## src/rtl/seq_muldiv_alu_pkg.sv

```systemverilog
// Shared ALU control definitions: legacy ALU codes plus the RV32M
// multiply/divide op codes and sequencer state encoding.
package seq_muldiv_alu_pkg;

    localparam int XLEN_DEF = 32;

    typedef enum logic [3:0] {
        ALU_ADD  = 4'd0,
        ALU_SUB  = 4'd1,
        ALU_SLL  = 4'd2,
        ALU_SLT  = 4'd3,
        ALU_SLTU = 4'd4,
        ALU_XOR  = 4'd5,
        ALU_SRL  = 4'd6,
        ALU_SRA  = 4'd7,
        ALU_OR   = 4'd8,
        ALU_AND  = 4'd9
    } alu_ctrl_e;

    // RV32M funct3 encodings
    localparam logic [2:0] OP_MUL    = 3'b000;
    localparam logic [2:0] OP_MULH   = 3'b001;
    localparam logic [2:0] OP_MULHSU = 3'b010;
    localparam logic [2:0] OP_MULHU  = 3'b011;
    localparam logic [2:0] OP_DIV    = 3'b100;
    localparam logic [2:0] OP_DIVU   = 3'b101;
    localparam logic [2:0] OP_REM    = 3'b110;
    localparam logic [2:0] OP_REMU   = 3'b111;

    typedef enum logic [2:0] {
        IDLE = 3'd0,
        MUL  = 3'd1,
        DIV  = 3'd2,
        FIX  = 3'd3,
        DONE = 3'd4
    } md_state_e;

endpackage

```

## src/rtl/seq_muldiv_alu_cond_negate.sv

```systemverilog
// Conditional two's-complement negation: out = sign ? -in : in.
module cond_negate
    import seq_muldiv_alu_pkg::*;
#(
    parameter int W = XLEN_DEF
) (
    input  logic [W-1:0] in,
    input  logic         sign,
    output logic [W-1:0] out
);

    assign out = sign ? (~in + W'(1)) : in;

endmodule

```

## src/rtl/seq_muldiv_alu.sv

```systemverilog
// Sequential RV32M multiply/divide unit: one shift-add or restoring
// shift-subtract step per cycle on magnitudes, sign fixed up at the end.
module seq_muldiv_alu
    import seq_muldiv_alu_pkg::*;
#(
    parameter int XLEN    = XLEN_DEF,
    parameter int OP_BITS = 3
) (
    input  logic               clk,
    input  logic               rst,
    input  logic               flush,
    input  logic               in_valid,
    output logic               in_ready,
    input  logic [OP_BITS-1:0] op,
    input  logic [XLEN-1:0]    rdata1,
    input  logic [XLEN-1:0]    rdata2,
    output logic               out_valid,
    input  logic               out_ready,
    output logic [XLEN-1:0]    result
);

    localparam int CW = $clog2(XLEN) + 1;
    localparam logic [CW-1:0] CNT_INIT = CW'(XLEN);
    localparam logic [XLEN-1:0] INT_MIN = {1'b1, {(XLEN-1){1'b0}}};

    md_state_e state, state_nx;

    logic [2:0]      op_q;
    logic            neg_a, neg_b;
    logic [XLEN-1:0] hi, lo, b_q, res_q;
    logic [CW-1:0]   cnt;

    // Request decode
    logic [2:0]      op_in;
    logic            a_signed, b_signed, sa, sb, div_zero, div_ovf, accept;
    logic [XLEN-1:0] a_mag, b_mag;

    assign op_in    = op[2:0];
    assign a_signed = (op_in == OP_MULH) || (op_in == OP_MULHSU) ||
                      (op_in == OP_DIV)  || (op_in == OP_REM);
    assign b_signed = (op_in == OP_MULH) || (op_in == OP_DIV) || (op_in == OP_REM);
    assign sa       = a_signed && rdata1[XLEN-1];
    assign sb       = b_signed && rdata2[XLEN-1];
    assign div_zero = op_in[2] && (rdata2 == '0);
    assign div_ovf  = ((op_in == OP_DIV) || (op_in == OP_REM)) &&
                      (rdata1 == INT_MIN) && (rdata2 == '1);
    assign in_ready = (state == IDLE);
    assign accept   = in_valid && in_ready;

    cond_negate #(.W(XLEN)) u_mag_a (.in(rdata1), .sign(sa), .out(a_mag));
    cond_negate #(.W(XLEN)) u_mag_b (.in(rdata2), .sign(sb), .out(b_mag));

    // Iteration datapath: hi holds product-high / partial remainder,
    // lo holds multiplier / dividend shifting out as quotient shifts in.
    logic [XLEN:0] mul_sum, div_sh, div_diff;
    logic          div_ge;

    assign mul_sum  = {1'b0, hi} + (lo[0] ? {1'b0, b_q} : '0);
    assign div_sh   = {hi, lo[XLEN-1]};
    assign div_diff = div_sh - {1'b0, b_q};
    assign div_ge   = !div_diff[XLEN];

    // Sign correction
    logic [2*XLEN-1:0] prod_fix;
    logic [XLEN-1:0]   div_raw, div_fix, fix_res;
    logic              div_sign;

    assign div_raw  = op_q[1] ? hi : lo;
    assign div_sign = op_q[1] ? neg_a : (neg_a ^ neg_b);

    cond_negate #(.W(2*XLEN)) u_fix_prod (.in({hi, lo}), .sign(neg_a ^ neg_b), .out(prod_fix));
    cond_negate #(.W(XLEN))   u_fix_div  (.in(div_raw), .sign(div_sign), .out(div_fix));

    always_comb begin
        fix_res = div_fix;
        if (!op_q[2])
            fix_res = (op_q[1:0] == 2'b00) ? prod_fix[XLEN-1:0] : prod_fix[2*XLEN-1:XLEN];
    end

    always_comb begin
        state_nx = state;
        unique case (state)
            IDLE: if (accept) begin
                if (div_zero || div_ovf) state_nx = DONE;
                else if (op_in[2])       state_nx = DIV;
                else                     state_nx = MUL;
            end
            MUL, DIV: if (cnt == CW'(1)) state_nx = FIX;
            FIX:      state_nx = DONE;
            DONE:     if (out_ready) state_nx = IDLE;
            default:  state_nx = IDLE;
        endcase
        if (flush) state_nx = IDLE;
    end

    always_ff @(posedge clk) begin
        if (rst) state <= IDLE;
        else     state <= state_nx;
    end

    always_ff @(posedge clk) begin
        if (rst) begin
            op_q  <= '0;
            neg_a <= 1'b0;
            neg_b <= 1'b0;
            hi    <= '0;
            lo    <= '0;
            b_q   <= '0;
            res_q <= '0;
            cnt   <= '0;
        end else if (!flush) begin
            unique case (state)
                IDLE: if (accept) begin
                    op_q  <= op_in;
                    neg_a <= sa;
                    neg_b <= sb;
                    hi    <= '0;
                    lo    <= a_mag;
                    b_q   <= b_mag;
                    cnt   <= CNT_INIT;
                    if (div_zero)     res_q <= op_in[1] ? rdata1 : '1;
                    else if (div_ovf) res_q <= op_in[1] ? '0 : rdata1;
                end
                MUL: begin
                    {hi, lo} <= {mul_sum, lo[XLEN-1:1]};
                    cnt      <= cnt - CW'(1);
                end
                DIV: begin
                    hi  <= div_ge ? div_diff[XLEN-1:0] : div_sh[XLEN-1:0];
                    lo  <= {lo[XLEN-2:0], div_ge};
                    cnt <= cnt - CW'(1);
                end
                FIX:     res_q <= fix_res;
                default: ;
            endcase
        end
    end

    assign out_valid = (state == DONE);
    assign result    = out_valid ? res_q : '0;

endmodule

```

## config.mk

```make
export PLATFORM = sky130hd
export DESIGN_NAME = seq_muldiv_alu
export DESIGN_NICKNAME = d
export VERILOG_FILES = /design/src/rtl/seq_muldiv_alu_pkg.sv /design/src/rtl/seq_muldiv_alu_cond_negate.sv /design/src/rtl/seq_muldiv_alu.sv
export SDC_FILE = /design/constraint.sdc
export NUM_CORES = 1
export LEC_CHECK = 0
export BUFFER_PORTS_ARGS = -buffer_cell sky130_fd_sc_hd__buf_2
export CAP_MARGIN = 25
export CORE_MARGIN = 8
export CORE_UTILIZATION = 60
export CTS_CLUSTER_DIAMETER = 50
export DETAILED_ROUTE_END_ITERATION = 8
export PLACE_DENSITY = 0.9
export SLEW_MARGIN = 10
export SYNTH_ARGS = -nofsm -noshare
export SYNTH_HDL_FRONTEND = slang
export SYNTH_SLANG_ARGS = --single-unit
```

## constraint.sdc

```tcl
create_clock -name clk -period 7.27 [get_ports clk]
set_clock_uncertainty 0.05 [all_clocks]
set_input_delay 0.3635 -clock clk [delete_from_list [all_inputs] [get_ports clk]]
set_output_delay 0.3635 -clock clk [all_outputs]
set_load 0.005 [all_outputs]
```

==> results_dict.tcl <==
set metrics [dict create \
    drc 0 \
    vias_per_cell 7.034 \
    ctsHtreeMaxLevel 4 \
    synth_warnings 0 \
    cell_internal_pwr_uw 1755 \
    synth_seq_cells 142 \
    synth_edf_count 0 \
    synth_xor_area_frac 0.1119 \
    firstDrtPassIters 7 \
    fin_setup_tns_ns 0 \
    grt_pass1_wl_um 95370 \
    n_fill_cell 2300 \
    rows 58 \
    core_um2 25180 \
    final_common_cell "nor2_1" \
    wl_per_cell_um 24.72 \
    drive_gt1_frac 0.09496 \
    power_density_nw_per_um2 186.6 \
    cts_buffers 17 \
    dp_cells 2498 \
    clk_pin_slew_worst_paths_ns 0.07 \
    ys_types 75 \
    end_kind "flip-flop" \
    ctsResizeCount 0 \
    fmax_mhz 210.9 \
    synth-adder-area-share 0.07942 \
    syn_to_final_growth_pct 7.420 \
    synthSimpleGateAreaFrac 0.2392 \
    grt_max_degree 78 \
    grt_overflow_total 0 \
    rsz0062_at_grt "no" \
    synth_top_family_by_area "compound AO/OA/AOI/OAI gates" \
    synth_mux_area_frac 0.03677 \
    final_nets 2333 \
    postCtsSetupRepairBufs 0 \
    clock_sinks 142 \
    avgSynthCellArea_um2 6.921 \
    dp_hpwl_um 44510 \
    io_pins 106 \
    path_cells "nor4_1, nand2b_1, or4_1, nor4_1, a31oi_1, xnor2_1, a211oi_1, o21ai_0, a31oi_1" \
    antenna_found_initial 0 \
    tightest_slew_ns 1.178 \
    path_class "reg -> reg" \
    wl_um 62560 \
    power_frac_clock 0.300 \
    max_stage_delay_ns 0.90 \
    cp_max_fo 8 \
    regToRegSetupSlack_ns 2.53 \
    cts_hold_buf 0 \
    cp-endpoint "res_q[17]" \
    crit_slowest_cell "nor4_1" \
    grt_use_total 0.3908 \
    root_buffer "clkbuf_16" \
    worstSetupStartpoint "hi[7]" \
    final_cell_mix "nor2_1 (266), a21oi_1 (210), o21ai_0 (195), nand2_1 (160), dfxtp_1 (141)" \
    synth_compound_area_frac 0.2825 \
    ys_async_sr_fraction 0 \
    ir_drop_mv 0.1532 \
    swShare 0.4292 \
    cts_buffer_depth 2 \
    grt_pass1_vias 16559 \
    routed.top_layer "met4" \
    clk_latency_ns 0.44 \
    synth_cells 2217 \
    wl_met3_um 6118 \
    setup_violations 0 \
    status "completed" \
    critPathLaunchType "flip-flop" \
    period_needed_ns 4.741 \
    fp.dieArea_um2 30950 \
    reg2reg_depth 9 \
    antenna_cells 0 \
    power_switching_uw 1320 \
    p_leak_uw 0.006526 \
    r2r_end "res_q[17]" \
    start_util 0.6094 \
    cts_tree "yes" \
    max_slew_margin 0.2077 \
    syn_area_um2 15340 \
    period_share 0.6522 \
    fin_cells 2531 \
    drv_slew 0 \
    seq_power_share 0.303 \
    synth-seq-area-share 0.1853 \
    detail-route-antenna-nets 0 \
    drt-initial-drc-count 2683 \
    gp_congestion 1.079 \
    port_buffers 105 \
    chipHeight_um 175.9 \
    met2_length_um 27900 \
    rr_startpoint "hi[7]" \
    synth_top_flop_cell "dfxtp_1" \
    comb_power_share 0.397 \
    finalHoldViolCount 0 \
    synth_nets 2362 \
    critical_path_arrival_ns 4.99 \
    required_ns 7.51 \
    num_vias 17803 \
    max_cap_viol_count 0 \
    min_path_type "in -> reg" \
    worstHoldStart "op[2]" \
    die_w_um 175.9 \
    drt-met1-wl_um 22850 \
]
## worst min-delay path by stage
stage,to,slack [ns],cells past startpoint
after detailed placement,res_q[16],0.40,2
after global placement,res_q[13],0.39,2
after CTS,op_q[2],0.14,3
after global routing,op_q[2],0.17,3
after floorplan,res_q[18],0.38,2
final,op_q[2],0.16,3
## flip-flops by register name (all words and copies together), names as in the netlist
register / count
hi: 32
res_q: 32
b_q: 32
neg_a: 1
lo: 32
state: 3
op_q: 3
cnt: 6
neg_b: 1
## final cells by class
type,instances,area [um2],share of cell area
tap,330,412.9,0.02505
sequential,142,2844,0.1725
timing repair buffer,142,825.8,0.05010
clock inverter,15,167.7,0.01017
inverter,69,259.0,0.01571
clock buffer,17,425.4,0.02581
multi-input combinational,1816,11550,0.7006
## power by group through the flow
| stage | logic [uW] | clock network [uW] | registers, uW |
|---|---|---|---|
| floorplan | 887 | 0 | 868 |
| global placement | 1150 | 0 | 941 |
| detailed placement | 1160 | 0 | 942 |
| CTS | 1170 | 922 | 924 |
| global route | 1310 | 952 | 935 |
| finish | 1220 | 923 | 932 |
## critical path: cells and delay by family, from the launching register on
kind             cells  cell delay (ns)
flip-flops           1             0.46
XOR/XNOR             1             0.18
AO/OA/AOI/OAI        4             1.34
AND/OR/NAND/NOR      4             2.57
## stage by stage
step	hold WS (ns)	instance area (um2)	util	setup slack, ns	total power (uW)
2_1_floorplan	0.3774	15340	-	3.185	1755
3_3_place_gp	0.3867	15860	0.6299	2.808	2089
3_5_place_dp	0.3955	15860	0.6299	2.701	2105
4_1_cts	0.1407	16460	0.6535	3.055	3018
5_1_grt	0.1734	16480	0.6546	2.531	3196
6_report	0.1564	16480	0.6546	2.529	3076
## kinds of logic (layout without fill, tap and decap cells)
| family | count (synthesis) | count (layout) |
|---|---|---|
| AOI/OAI and AO/OA | 701 | 701 |
| xor gates and xnor gates | 196 | 196 |
| adders and majority gates | 102 | 102 |
| buffers and inverters | 259 | 243 |
| DFF | 142 | 142 |
| muxes | 56 | 56 |
| and+or+nand+nor | 761 | 761 |
## per-layer routing
layer / vias up / GRT usage
met5: - / 0
met4: 0 / 0.3214
met3: 323 / 0.06549
met2: 1223 / 0.6176
met1: 8262 / 0.4614
li1: 7995 / -
## Yosys cell counts (all sizes together) (41+ instances only)
library cell | number | area, um2
and3 | 43 | 269.0
nor2 | 266 | 998.5
dfxtp | 142 | 2843
ha | 71 | 888.4
a21oi | 211 | 1056
a211oi | 42 | 315.3
nor3 | 80 | 400.4
mux2i | 53 | 530.5
a221oi | 46 | 402.9
xnor2 | 113 | 989.7
clkbuf | 168 | 630.6
inv | 69 | 259.0
xor2 | 83 | 727.0
a31oi | 41 | 256.5
o21ai | 197 | 986.0
nand2 | 160 | 600.6
(Power assumes the default switching activity.)
